## src/rtl/bram_pkg.sv

```systemverilog
// Shared definitions for the single-port BRAM snapshot controller.
// Holds the controller state encoding and the RAM read latency.
package bram_pkg;

    // Cycles from ram_addr (with ram_wr=0) to valid ram_rdata.
    localparam int READ_LATENCY = 1;

    typedef enum logic [1:0] {
        ST_IDLE     = 2'd0,
        ST_ARMED    = 2'd1,
        ST_CAPTURE  = 2'd2,
        ST_PLAYBACK = 2'd3
    } state_t;

endpackage

```

## src/rtl/bram_rd_skid.sv

```systemverilog
// Two-entry FIFO absorbing the RAM read latency during playback.
// Ports: push/push_data in, pop in, flush in, head_data/count out.
module bram_rd_skid #(
    parameter int DW = 8
) (
    input  logic          clk,
    input  logic          rst,
    input  logic          flush,
    input  logic          push,
    input  logic [DW-1:0] push_data,
    input  logic          pop,
    output logic [DW-1:0] head_data,
    output logic [1:0]    count
);

    logic [DW-1:0] mem [2];
    logic          wr_ptr;
    logic          rd_ptr;

    assign head_data = mem[rd_ptr];

    always_ff @(posedge clk or posedge rst) begin
        if (rst) begin
            mem[0] <= '0;
            mem[1] <= '0;
            wr_ptr <= 1'b0;
            rd_ptr <= 1'b0;
            count  <= 2'd0;
        end else if (flush) begin
            wr_ptr <= 1'b0;
            rd_ptr <= 1'b0;
            count  <= 2'd0;
        end else begin
            if (push) begin
                mem[wr_ptr] <= push_data;
                wr_ptr      <= ~wr_ptr;
            end
            if (pop) begin
                rd_ptr <= ~rd_ptr;
            end
            count <= count + 2'(push) - 2'(pop);
        end
    end

endmodule

```

## src/rtl/bram_sp_snapshot_ctrl.sv

```systemverilog
// Arm/trigger capture into a single-port RAM, then valid/ready replay.
// Ports: arm/abort/cap_len/trig control, in_* stream, out_* stream, ram_*.
module bram_sp_snapshot_ctrl
    import bram_pkg::*;
#(
    parameter int RAM_DATA_WIDTH = 8,
    parameter int RAM_ADDR_WIDTH = 4
) (
    input  logic                      clk,
    input  logic                      rst,
    input  logic                      arm,
    input  logic                      abort,
    input  logic [RAM_ADDR_WIDTH:0]   cap_len,
    input  logic                      trig,
    input  logic                      in_valid,
    input  logic [RAM_DATA_WIDTH-1:0] in_data,
    output logic                      out_valid,
    input  logic                      out_ready,
    output logic [RAM_DATA_WIDTH-1:0] out_data,
    output logic                      out_last,
    output logic                      busy,
    output logic                      ram_wr,
    output logic [RAM_ADDR_WIDTH-1:0] ram_addr,
    output logic [RAM_DATA_WIDTH-1:0] ram_wdata,
    input  logic [RAM_DATA_WIDTH-1:0] ram_rdata
);

    localparam int CW = RAM_ADDR_WIDTH + 1;
    localparam logic [CW-1:0] DEPTH = {1'b1, {RAM_ADDR_WIDTH{1'b0}}};
    // Buffer slots needed to keep one read in flight at full rate.
    localparam int BUF_DEPTH = READ_LATENCY + 1;

    state_t state, state_nx;

    logic [CW-1:0] len;
    logic [CW-1:0] wr_cnt;
    logic [CW-1:0] rd_issue;
    logic [CW-1:0] out_cnt;
    logic          rd_pend;
    logic [1:0]    buf_cnt;
    logic [2:0]    occ;
    logic          wr_en;
    logic          issue;
    logic          pop;
    logic          flush;

    function automatic logic [CW-1:0] sat_len(input logic [CW-1:0] v);
        if (v == '0 || v > DEPTH) begin
            return DEPTH;
        end
        return v;
    endfunction

    assign out_valid = (buf_cnt != 2'd0);
    assign pop       = out_valid & out_ready;
    assign out_last  = out_valid && (out_cnt == len - CW'(1));
    assign busy      = (state != ST_IDLE);
    // Slots already claimed: buffered samples plus the read in flight.
    assign occ       = {1'b0, buf_cnt} + {2'b0, rd_pend};
    assign flush     = (state_nx == ST_IDLE);

    always_comb begin
        state_nx = state;
        wr_en    = 1'b0;
        issue    = 1'b0;
        unique case (state)
            ST_IDLE: begin
                if (arm && !abort) begin
                    state_nx = ST_ARMED;
                end
            end
            ST_ARMED: begin
                if (abort) begin
                    state_nx = ST_IDLE;
                end else if (trig && in_valid) begin
                    wr_en    = 1'b1;
                    state_nx = (len == CW'(1)) ? ST_PLAYBACK
                                               : ST_CAPTURE;
                end
            end
            ST_CAPTURE: begin
                if (abort) begin
                    state_nx = ST_IDLE;
                end else if (in_valid) begin
                    wr_en = 1'b1;
                    if (wr_cnt + CW'(1) == len) begin
                        state_nx = ST_PLAYBACK;
                    end
                end
            end
            ST_PLAYBACK: begin
                if (abort) begin
                    state_nx = ST_IDLE;
                end else begin
                    // A same-cycle pop frees a slot for the next read.
                    issue = (rd_issue < len) &&
                            (occ < 3'(BUF_DEPTH) + {2'b0, pop});
                    if (pop && out_cnt == len - CW'(1)) begin
                        state_nx = ST_IDLE;
                    end
                end
            end
            default: begin
                state_nx = ST_IDLE;
            end
        endcase
    end

    always_comb begin
        ram_wr    = wr_en;
        ram_addr  = '0;
        ram_wdata = '0;
        if (wr_en) begin
            ram_addr  = wr_cnt[RAM_ADDR_WIDTH-1:0];
            ram_wdata = in_data;
        end else if (issue) begin
            ram_addr = rd_issue[RAM_ADDR_WIDTH-1:0];
        end
    end

    always_ff @(posedge clk or posedge rst) begin
        if (rst) begin
            state    <= ST_IDLE;
            len      <= '0;
            wr_cnt   <= '0;
            rd_issue <= '0;
            out_cnt  <= '0;
            rd_pend  <= 1'b0;
        end else begin
            state   <= state_nx;
            rd_pend <= issue;
            if (state == ST_IDLE && state_nx == ST_ARMED) begin
                len <= sat_len(cap_len);
            end
            if (state_nx == ST_IDLE) begin
                wr_cnt   <= '0;
                rd_issue <= '0;
                out_cnt  <= '0;
            end else begin
                if (wr_en) begin
                    wr_cnt <= wr_cnt + CW'(1);
                end
                if (issue) begin
                    rd_issue <= rd_issue + CW'(1);
                end
                if (pop) begin
                    out_cnt <= out_cnt + CW'(1);
                end
            end
        end
    end

    bram_rd_skid #(
        .DW(RAM_DATA_WIDTH)
    ) u_skid (
        .clk       (clk),
        .rst       (rst),
        .flush     (flush),
        .push      (rd_pend),
        .push_data (ram_rdata),
        .pop       (pop),
        .head_data (out_data),
        .count     (buf_cnt)
    );

endmodule

```

## config.mk

```make
export PLATFORM = sky130hd
export DESIGN_NAME = bram_sp_snapshot_ctrl
export DESIGN_NICKNAME = d
export VERILOG_FILES = /design/src/rtl/bram_pkg.sv /design/src/rtl/bram_rd_skid.sv /design/src/rtl/bram_sp_snapshot_ctrl.sv
export SDC_FILE = /design/constraint.sdc
export NUM_CORES = 1
export LEC_CHECK = 0
export CORE_UTILIZATION = 53
export CTS_CLUSTER_SIZE = 16
export DETAILED_ROUTE_END_ITERATION = 8
export HOLD_SLACK_MARGIN = 0.1
export PLACE_DENSITY_LB_ADDON = 0.1
export SYNTH_ARGS = -nofsm -noshare
export SYNTH_HDL_FRONTEND = slang
export SYNTH_SLANG_ARGS = --single-unit
```

## constraint.sdc

```tcl
create_clock -name clk -period 3.2 [get_ports clk]
set_input_delay 0.8 -clock clk [delete_from_list [all_inputs] [get_ports clk]]
set_output_delay 0.8 -clock clk [all_outputs]
set_load 0.02 [all_outputs]
```

==> Implementation_results.wiki, run 1 <==
{| class="wikitable"
! Metric !! Value
|-
| Max-cap violation count || 0
|-
| Post-route clock skew || 0.004183 ns
|-
| Multiplexer area fraction after synthesis || 0.1334
|-
| Clk buf depth || 2
|-
| Layout Cell Area excl Fill || 3623 um2
|-
| Dominant combinational cell family by area after synthesis || simple AND/OR/NAND/NOR gates
|-
| Final estimated routing congestion in global placement || 0.8120
|-
| Unrepaired setup endpoints after global routing || no
|-
| Number of enable flip-flop cells after synthesis || 0
|-
| Count of inserted antenna diode cells || 0
|-
| Iter 0 DRT Violations || 104
|-
| Utilization after layout || 0.7140
|-
| Crit Path Class || primary input to primary output
|-
| PnR worst setup slack || about 0.10 ns
|-
| DP HPWL || 4358 um
|-
| Post-route non-filler standard cell count || 405
|-
| Clock Tree Root || sky130_fd_sc_hd__clkbuf_8
|-
| Clock insertion delay at the later pin of the skew report || roughly 0.30 ns
|-
| Layout net count || 380
|-
| Max transition margin || 0.6313
|-
| Wire length of the first global-routing pass || 9114 um
|-
| Chip height || 74.51 um
|-
| Clock-pin slew reported for the worst setup and hold paths after clock tree synthesis || 0.08 ns
|-
| Initial antenna violation count || 0
|-
| Final Max Tran Viols || 0
|-
| Data required time at the worst endpoint || 2.40 ns
|-
| Number of top-level pins || 52
|-
| Compound-Gate Fraction of Synth Area || 0.1284
|-
| Category of the worst setup path capture point || primary output
|-
| Detailed-router iteration count before antenna repair || 4
|-
| Flop and latch count out of synthesis || 43
|-
| Yosys warns || 0
|-
| TNS Setup || 0 ns
|-
| Post-Place Setup Slack || -0.3799 ns
|-
| Final critical path time including I/O delays and setup || 3.098 ns
|-
| Stage delay of the slowest cell on the critical path || roughly 0.47 ns
|-
| PD cells || 606.7 nW/um2
|-
| Total global routing overflow || 0
|-
| Share of post-route cells with drive strength above 1 || 0.2119
|-
| Gate count after technology mapping || 264
|-
| Detailed-route wire length per cell || 14.31 um
|-
| Synthesized area per cell || 10.55 um2
|-
| Crit path max-delay cell type || sky130_fd_sc_hd__clkdlybuf4s50_1
|-
| Final routed DRC violation total || 0
|-
| Worst Path Buf+Inv || 4
|-
| CTS H-tree depth || 2
|-
| Site row count || 26
|-
| Most frequent cells in the layout || sky130_fd_sc_hd__dfrtp_1, sky130_fd_sc_hd__clkdlybuf4s50_1, sky130_fd_sc_hd__nand2_1, sky130_fd_sc_hd__nor2_1
|-
| Cell with the most instances on the worst path || sky130_fd_sc_hd__buf_4
|-
| Area of the core || between 5000 and 6000 um2
|-
| Top_reg_cell synth || sky130_fd_sc_hd__dfrtp_1
|-
| Maximum number of pins on one net before global-route repair || 44
|-
| Worst EP arrival || 2.30 ns
|-
| Via count of the first global-routing pass || roughly 2000
|-
| Post-detailed-route count of antenna-violating nets || 0
|-
| Async set-or-reset flop fraction in the synthesized netlist || 1.000
|-
| Top delay family on crit path || buffers and inverters
|-
| Final number of hold-violating endpoints || 0
|-
| WL final || between 5000 and 6000 um
|-
| Total of buffers placed on input and output ports || 51
|-
| Filler cell count in the final layout || 405
|-
| Crit path max fanout || 18
|-
| Static power due to leakage || between 1.5 and 2 nW
|-
| Element type at the critical path start || primary input
|-
| Starting density of the core || 0.5491
|-
| Worst min-delay path category || register to register
|-
| Netlist cell types || 45
|-
| Adder-cell share of the synthesized area || 0.08083
|-
| Area growth syn-to-layout || 30.04%
|-
| Number of sinks driven by the clock tree || 43
|-
| DR vias/cell || 5.232
|-
| Most common cell after layout, fill and taps aside || sky130_fd_sc_hd__dfrtp_1
|-
| Highest Clock Rate || 322.8 MHz
|-
| Number of vias in the routed layout || 2119
|-
| Synth Cell Area || 2786 um2
|-
| Die width || 74.51 um
|-
| Tot Pwr || 2.198 mW
|-
| Worst Tran Pin Value || 0.5530 ns
|-
| Global Route Usage Sum || 0.2195
|-
| Number of placed cells counting well taps || 397
|-
| CTS tree || yes
|-
| Status || completed
|-
| Area of the die || 5551 um2
|-
| Post-synthesis share of cell area spent on and, or, nand and nor gates || 0.1558
|-
| Ordered list of cells on the worst path || clkdlybuf4s50_1, buf_4, nor3_2, buf_4, and2_1, dlygate4sd2_1
|-
| Placed standard-cell area || between 3000 and 4000 um2
|-
| Clock buffer count from CTS || 5
|-
| Seq/Total Area, Yosys || 0.3862
|-
| Final worst path period share || 0.9682
|-
| Final setup viols || 0
|-
| Post-Synth XOR/XNOR Area || 0.07858
|-
| Maximum vdd drop || 487.4 uV
|-
| Net Count, Synth || 310
|-
| Worst slack on hold paths || 0.5116 ns
|}
[layout make-up]
cell class	instances	area [um2]	share of cell area
multi-input cells	199	1627	0.4489
flip-flops and latches	43	1076	0.2970
repair buffers	71	668.1	0.1844
well taps	70	87.58	0.02417
clock buffers	5	68.82	0.01899
inverters	14	52.55	0.01450
clock inverters	3	43.79	0.01209
[metal layers]
layer | wire length (um) | vias to the layer above | global-route usage
met3 | 184 | 7 | 0.04201
met2 | 2753 | 34 | 0.3574
met5 | 0 | - | 0
met4 | 69 | 0 | 0.06289
li1 | - | 1052 | -
met1 | 2788 | 1026 | 0.2985
[worst register-to-register path, cell delays in order, from the launching register on]
cell	delay (ns)
sky130_fd_sc_hd__dfrtp_1	0.36
sky130_fd_sc_hd__buf_4	0.17
sky130_fd_sc_hd__inv_1	0.05
sky130_fd_sc_hd__ha_1	0.21
sky130_fd_sc_hd__nor2b_1	0.15
sky130_fd_sc_hd__a21o_1	0.17
sky130_fd_sc_hd__a211o_1	0.34
sky130_fd_sc_hd__a31oi_4	0.21
sky130_fd_sc_hd__o211ai_2	0.19
sky130_fd_sc_hd__a31oi_4	0.25
sky130_fd_sc_hd__buf_12	0.16
sky130_fd_sc_hd__mux2_4	0.31
[flip-flops by register name (all words and copies together), names as in the netlist]
| register | flops |
|---|---|
| len | 5 |
| out_cnt | 5 |
| rd_issue | 5 |
| rd_pend | 1 |
| state | 2 |
| u_skid.count | 2 |
| u_skid.mem | 16 |
| u_skid.rd_ptr | 1 |
| u_skid.wr_ptr | 1 |
| wr_cnt | 5 |
[kinds of logic after synthesis]
kind of cell,Yosys count
simple gates,86
flops,43
compound gates,42
mux,28
xor+xnor,25
buf+inv,22
fa+ha+maj,18
[cell usage after synthesis (2+ instances only)]
library cell | count | area (um2)
sky130_fd_sc_hd__dfrtp_1 | 43 | 1076
sky130_fd_sc_hd__nand2_1 | 26 | 97.59
sky130_fd_sc_hd__nor2_1 | 20 | 75.07
sky130_fd_sc_hd__ha_1 | 18 | 225.2
sky130_fd_sc_hd__mux2_4 | 16 | 240.2
sky130_fd_sc_hd__o21ai_0 | 15 | 75.07
sky130_fd_sc_hd__xnor2_1 | 14 | 122.6
sky130_fd_sc_hd__inv_1 | 13 | 48.80
sky130_fd_sc_hd__xor2_1 | 11 | 96.34
sky130_fd_sc_hd__and2_1 | 9 | 56.30
sky130_fd_sc_hd__mux2_2 | 9 | 101.4
sky130_fd_sc_hd__a21oi_1 | 7 | 35.03
sky130_fd_sc_hd__nand2b_1 | 7 | 43.79
sky130_fd_sc_hd__a21o_1 | 5 | 37.54
sky130_fd_sc_hd__nand4_1 | 5 | 31.28
sky130_fd_sc_hd__clkbuf_1 | 4 | 15.01
sky130_fd_sc_hd__nand3_1 | 4 | 20.02
sky130_fd_sc_hd__a31oi_4 | 3 | 63.81
sky130_fd_sc_hd__mux2i_1 | 3 | 30.03
sky130_fd_sc_hd__nor2b_1 | 3 | 18.77
sky130_fd_sc_hd__a211oi_1 | 2 | 15.01
sky130_fd_sc_hd__and3_1 | 2 | 12.51
sky130_fd_sc_hd__buf_6 | 2 | 22.52
sky130_fd_sc_hd__nor3_1 | 2 | 10.01
[what timing repair did]
item,CTS,global route
pin swaps,0,2
gates resized for setup,29,5
setup endpoints to repair,14,4
setup buffers,0,0
hold buffers,0,0
[worst paths after layout]
kind	start	to	slack, ns	depth (start not counted)
max in group asynchronous	rst	u_skid.mem[6]	1.85	3
max	abort	ram_wdata[4]	0.10	6
max reg2reg	len[0]	u_skid.mem[13]	0.52	11
min reg2reg	u_skid.mem[0]	u_skid.mem[0]	0.51	1
min	u_skid.mem[0]	u_skid.mem[0]	0.51	1
min in group asynchronous	rst	out_cnt[0]	0.97	3
[report_power, final]
part	switching (mW)	leakage, nW	internal, mW
clock network	0.193	0.0581	0.232
registers	0.0687	0.557	0.629
logic	0.566	1.04	0.509
total	0.828	1.66	1.37
(Power assumes the default switching activity.)
==> inputs of run 2 (changes only) <==
--- a/config.mk
+++ b/config.mk
@@ -5,9 +5,11 @@
 export SDC_FILE = /design/constraint.sdc
 export NUM_CORES = 1
 export LEC_CHECK = 0
+export CORE_MARGIN = 5
 export CORE_UTILIZATION = 53
 export CTS_CLUSTER_SIZE = 16
 export DETAILED_ROUTE_END_ITERATION = 8
+export GPL_ROUTABILITY_DRIVEN = 0
 export HOLD_SLACK_MARGIN = 0.1
 export PLACE_DENSITY_LB_ADDON = 0.1
 export SYNTH_ARGS = -nofsm -noshare
==> run 2 against run 1 <==
Against the previous run:
- cell count is 0.74% higher
- clock skew hardly changed
- largest cell class unchanged
- core utilization is 0.38 points lower
- first-iteration DRC count is 38% lower
- sequential share of layout area hardly changed
- worst hold slack better by 0.0031 ns
- wire length is 8.5% higher
- global-route usage is 1.8 points lower
==> Implementation_results.wiki, run 2 (synthesis gave the netlist of run 1 again) <==
{| class="wikitable"
! Metric !! Value
|-
| Status || completed
|-
| Share of post-route cells with drive strength above 1 || 0.2219
|-
| Number of sinks driven by the clock tree || 43
|-
| DP HPWL || 4688 um
|-
| Number of hold-repair buffers added at the cts stage || 0
|-
| CTS tree || yes
|-
| Worst Path Buf+Inv || 3
|-
| Total global routing overflow || 0
|-
| Largest register FFs || 16
|-
| Max transition margin || 0.6352
|-
| Static power due to leakage || 1.670 nW
|-
| Final worst path period share || 0.9627
|-
| Site row count || 26
|-
| Chip height || 82.51 um
|-
| Maximum vdd drop || about 380 uV
|-
| Tot Pwr || 2.095 mW
|-
| Count of inserted antenna diode cells || 0
|-
| Top delay family on crit path || buffers and inverters
|-
| Wire length of the first global-routing pass || 10210 um
|-
| Element type at the critical path start || register
|-
| Clock buffer count from CTS || 5
|-
| Area of all sequential standard cells || 1076 um2
|-
| Final setup viols || 0
|-
| Combinational power share || 0.503
|-
| Final Max Tran Viols || 0
|-
| Area of the core || roughly 5100 um2
|-
| PD cells || 577.6 nW/um2
|-
| Detailed-router iteration count before antenna repair || 4
|-
| Data required time at the worst endpoint || 2.40 ns
|-
| Post-detailed-route count of antenna-violating nets || 0
|-
| Worst Tran Pin Value || 0.5473 ns
|-
| Initial antenna violation count || 0
|-
| Max-cap violation count || 0
|-
| Crit path max fanout || 6
|-
| Placed standard-cell area || approximately 3500 um2
|-
| Final critical path time including I/O delays and setup || roughly 3 ns
|-
| Via count of the first global-routing pass || approximately 2100
|-
| Worst EP arrival || about 2.3 ns
|-
| Area of the die || 6807 um2
|-
| Maximum number of pins on one net before global-route repair || 44
|-
| Worst R2R Setup Slack || 0.52 ns
|-
| Clk buf depth || 2
|-
| Worst min-delay path category || register to register
|-
| Most common cell after layout, fill and taps aside || sky130_fd_sc_hd__dfrtp_1
|-
| Stage delay of the slowest cell on the critical path || 0.46 ns
|-
| Clock-pin slew reported for the worst setup and hold paths after clock tree synthesis || 0.08 ns
|-
| Filler cell count in the final layout || 404
|-
| Internal Pwr Total || 1.268 mW
|-
| Die width || 82.51 um
|-
| Starting density of the core || 0.5456
|-
| Fraction of power consumed by sequential logic || 0.333
|-
| WL final || 6288 um
|-
| DR vias/cell || roughly 5.2
|-
| Clock insertion delay at the later pin of the skew report || roughly 0.30 ns
|-
| Crit Path Class || register to primary output
|-
| Final number of hold-violating endpoints || 0
|-
| Detailed-route wire length per cell || around 15 um
|-
| Category of the worst setup path capture point || primary output
|-
| Highest Clock Rate || 324.6 MHz
|-
| Area used by multi-input combinational logic || 1630 um2
|-
| Layout net count || between 300 and 400
|-
| Iter 0 DRT Violations || 65
|-
| Area growth syn-to-layout || 30.18%
|-
| Number of top-level pins || 52
|-
| Net Sw Power || 827.1 uW
|-
| Ordered list of cells on the worst path || buf_4, inv_1, ha_1, nand4_1, a2111oi_4, and3_1, dlygate4sd2_1
|-
| CTS H-tree depth || 2
|-
| Global Route Usage Sum || 0.2017
|-
| Part of the total power dissipated in the clock network || 0.163
|-
| Crit path max-delay cell type || sky130_fd_sc_hd__a2111oi_4
|-
| Number of vias in the routed layout || 2117
|-
| Most frequent cells in the layout || sky130_fd_sc_hd__dfrtp_1, sky130_fd_sc_hd__clkdlybuf4s50_1, sky130_fd_sc_hd__nand2_1, sky130_fd_sc_hd__buf_4, sky130_fd_sc_hd__nor2_1
|-
| Switching part of the total power || 0.3948
|-
| Clock Tree Root || sky130_fd_sc_hd__clkbuf_8
|-
| Register ranked first by flip-flop count || u_skid.mem
|-
| Post-route clock skew || ~0.0047 ns
|-
| Layout Cell Area excl Fill || 3627 um2
|-
| Total of buffers placed on input and output ports || 51
|-
| Final routed DRC violation total || 0
|}
run 2: cell count changes in the layout (fill, tap and decap cells not counted):
cell	change
sky130_fd_sc_hd__buf_2	+1
sky130_fd_sc_hd__buf_4	+3
sky130_fd_sc_hd__bufinv_16	-1
sky130_fd_sc_hd__clkdlybuf4s50_1	-1
sky130_fd_sc_hd__dlymetal6s2s_1	+1
sky130_fd_sc_hd__o21ai_1	-1
sky130_fd_sc_hd__o21ai_2	+1
run 2: repair_timing:
item | CTS | global route
setup endpoints to repair | 14 | 5
endpoints found under the hold margin | 0 | 0
resized for setup | 32 | 3
setup buffers | 2 | 2
pin swaps | 1 | 1
run 2: power groups by stage:
stage	logic [mW]	registers [mW]	clock network [mW]
finish	1.05	0.699	0.342
global route	1.16	0.707	0.376
CTS	1.06	0.697	0.356
detailed placement	1.04	0.705	0
global placement	1.02	0.700	0
floorplan	0.711	0.707	0
run 2: worst paths after layout:
path                               start        endpoint  cells past startpoint
max reg2reg                       len[0]  u_skid.mem[13]                     11
min                        u_skid.mem[2]   u_skid.mem[2]                      1
min in group asynchronous            rst      out_cnt[0]                      3
max in group asynchronous            rst   u_skid.mem[4]                      3
max                               len[0]        out_last                      7
min reg2reg                u_skid.mem[2]   u_skid.mem[2]                      1
run 2: worst reg2reg max path, stage by stage, from the launching register on:
cell and delay, ns:
sky130_fd_sc_hd__dfrtp_1 0.36, sky130_fd_sc_hd__buf_4 0.17, sky130_fd_sc_hd__inv_1 0.05, sky130_fd_sc_hd__ha_1 0.22
sky130_fd_sc_hd__nor2b_1 0.15, sky130_fd_sc_hd__a21o_1 0.17, sky130_fd_sc_hd__a211o_1 0.34, sky130_fd_sc_hd__a31oi_4 0.21
sky130_fd_sc_hd__o211ai_2 0.19, sky130_fd_sc_hd__a31oi_4 0.25, sky130_fd_sc_hd__buf_12 0.16, sky130_fd_sc_hd__mux2_4 0.30
run 2: stage by stage:
stage	worst slack (ns)	setup TNS, ns	utilization	std cells	hold slack, ns
detailed placement	-0.4784	-3.245	0.6906	397	0.4923
floorplan	0.2675	0	-	264	0.4762
CTS	0.005286	0	0.7060	406	0.5198
global route	-0.001498	-0.001498	0.7102	408	0.5285
global placement	-0.3498	-2.771	0.6906	397	0.4873
finish	0.1193	0	0.7102	408	0.5147
run 2: per-layer routing:
layer,vias to the layer above,GRT usage,wire length (um)
met5,-,0,0
met4,0,0.08170,71
met3,8,0.03579,197
met2,23,0.3301,3144
met1,1029,0.2637,2875
li1,1057,-,-
run 2: layout make-up:
type,instances,share of cell area
Clock inverter,2,0.003794
Multi-Input combinational cell,199,0.4495
Clock buffer,5,0.01897
Tap cell,70,0.02415
Inverter,14,0.01449
Sequential cell,43,0.2967
Timing Repair Buffer,75,0.1925
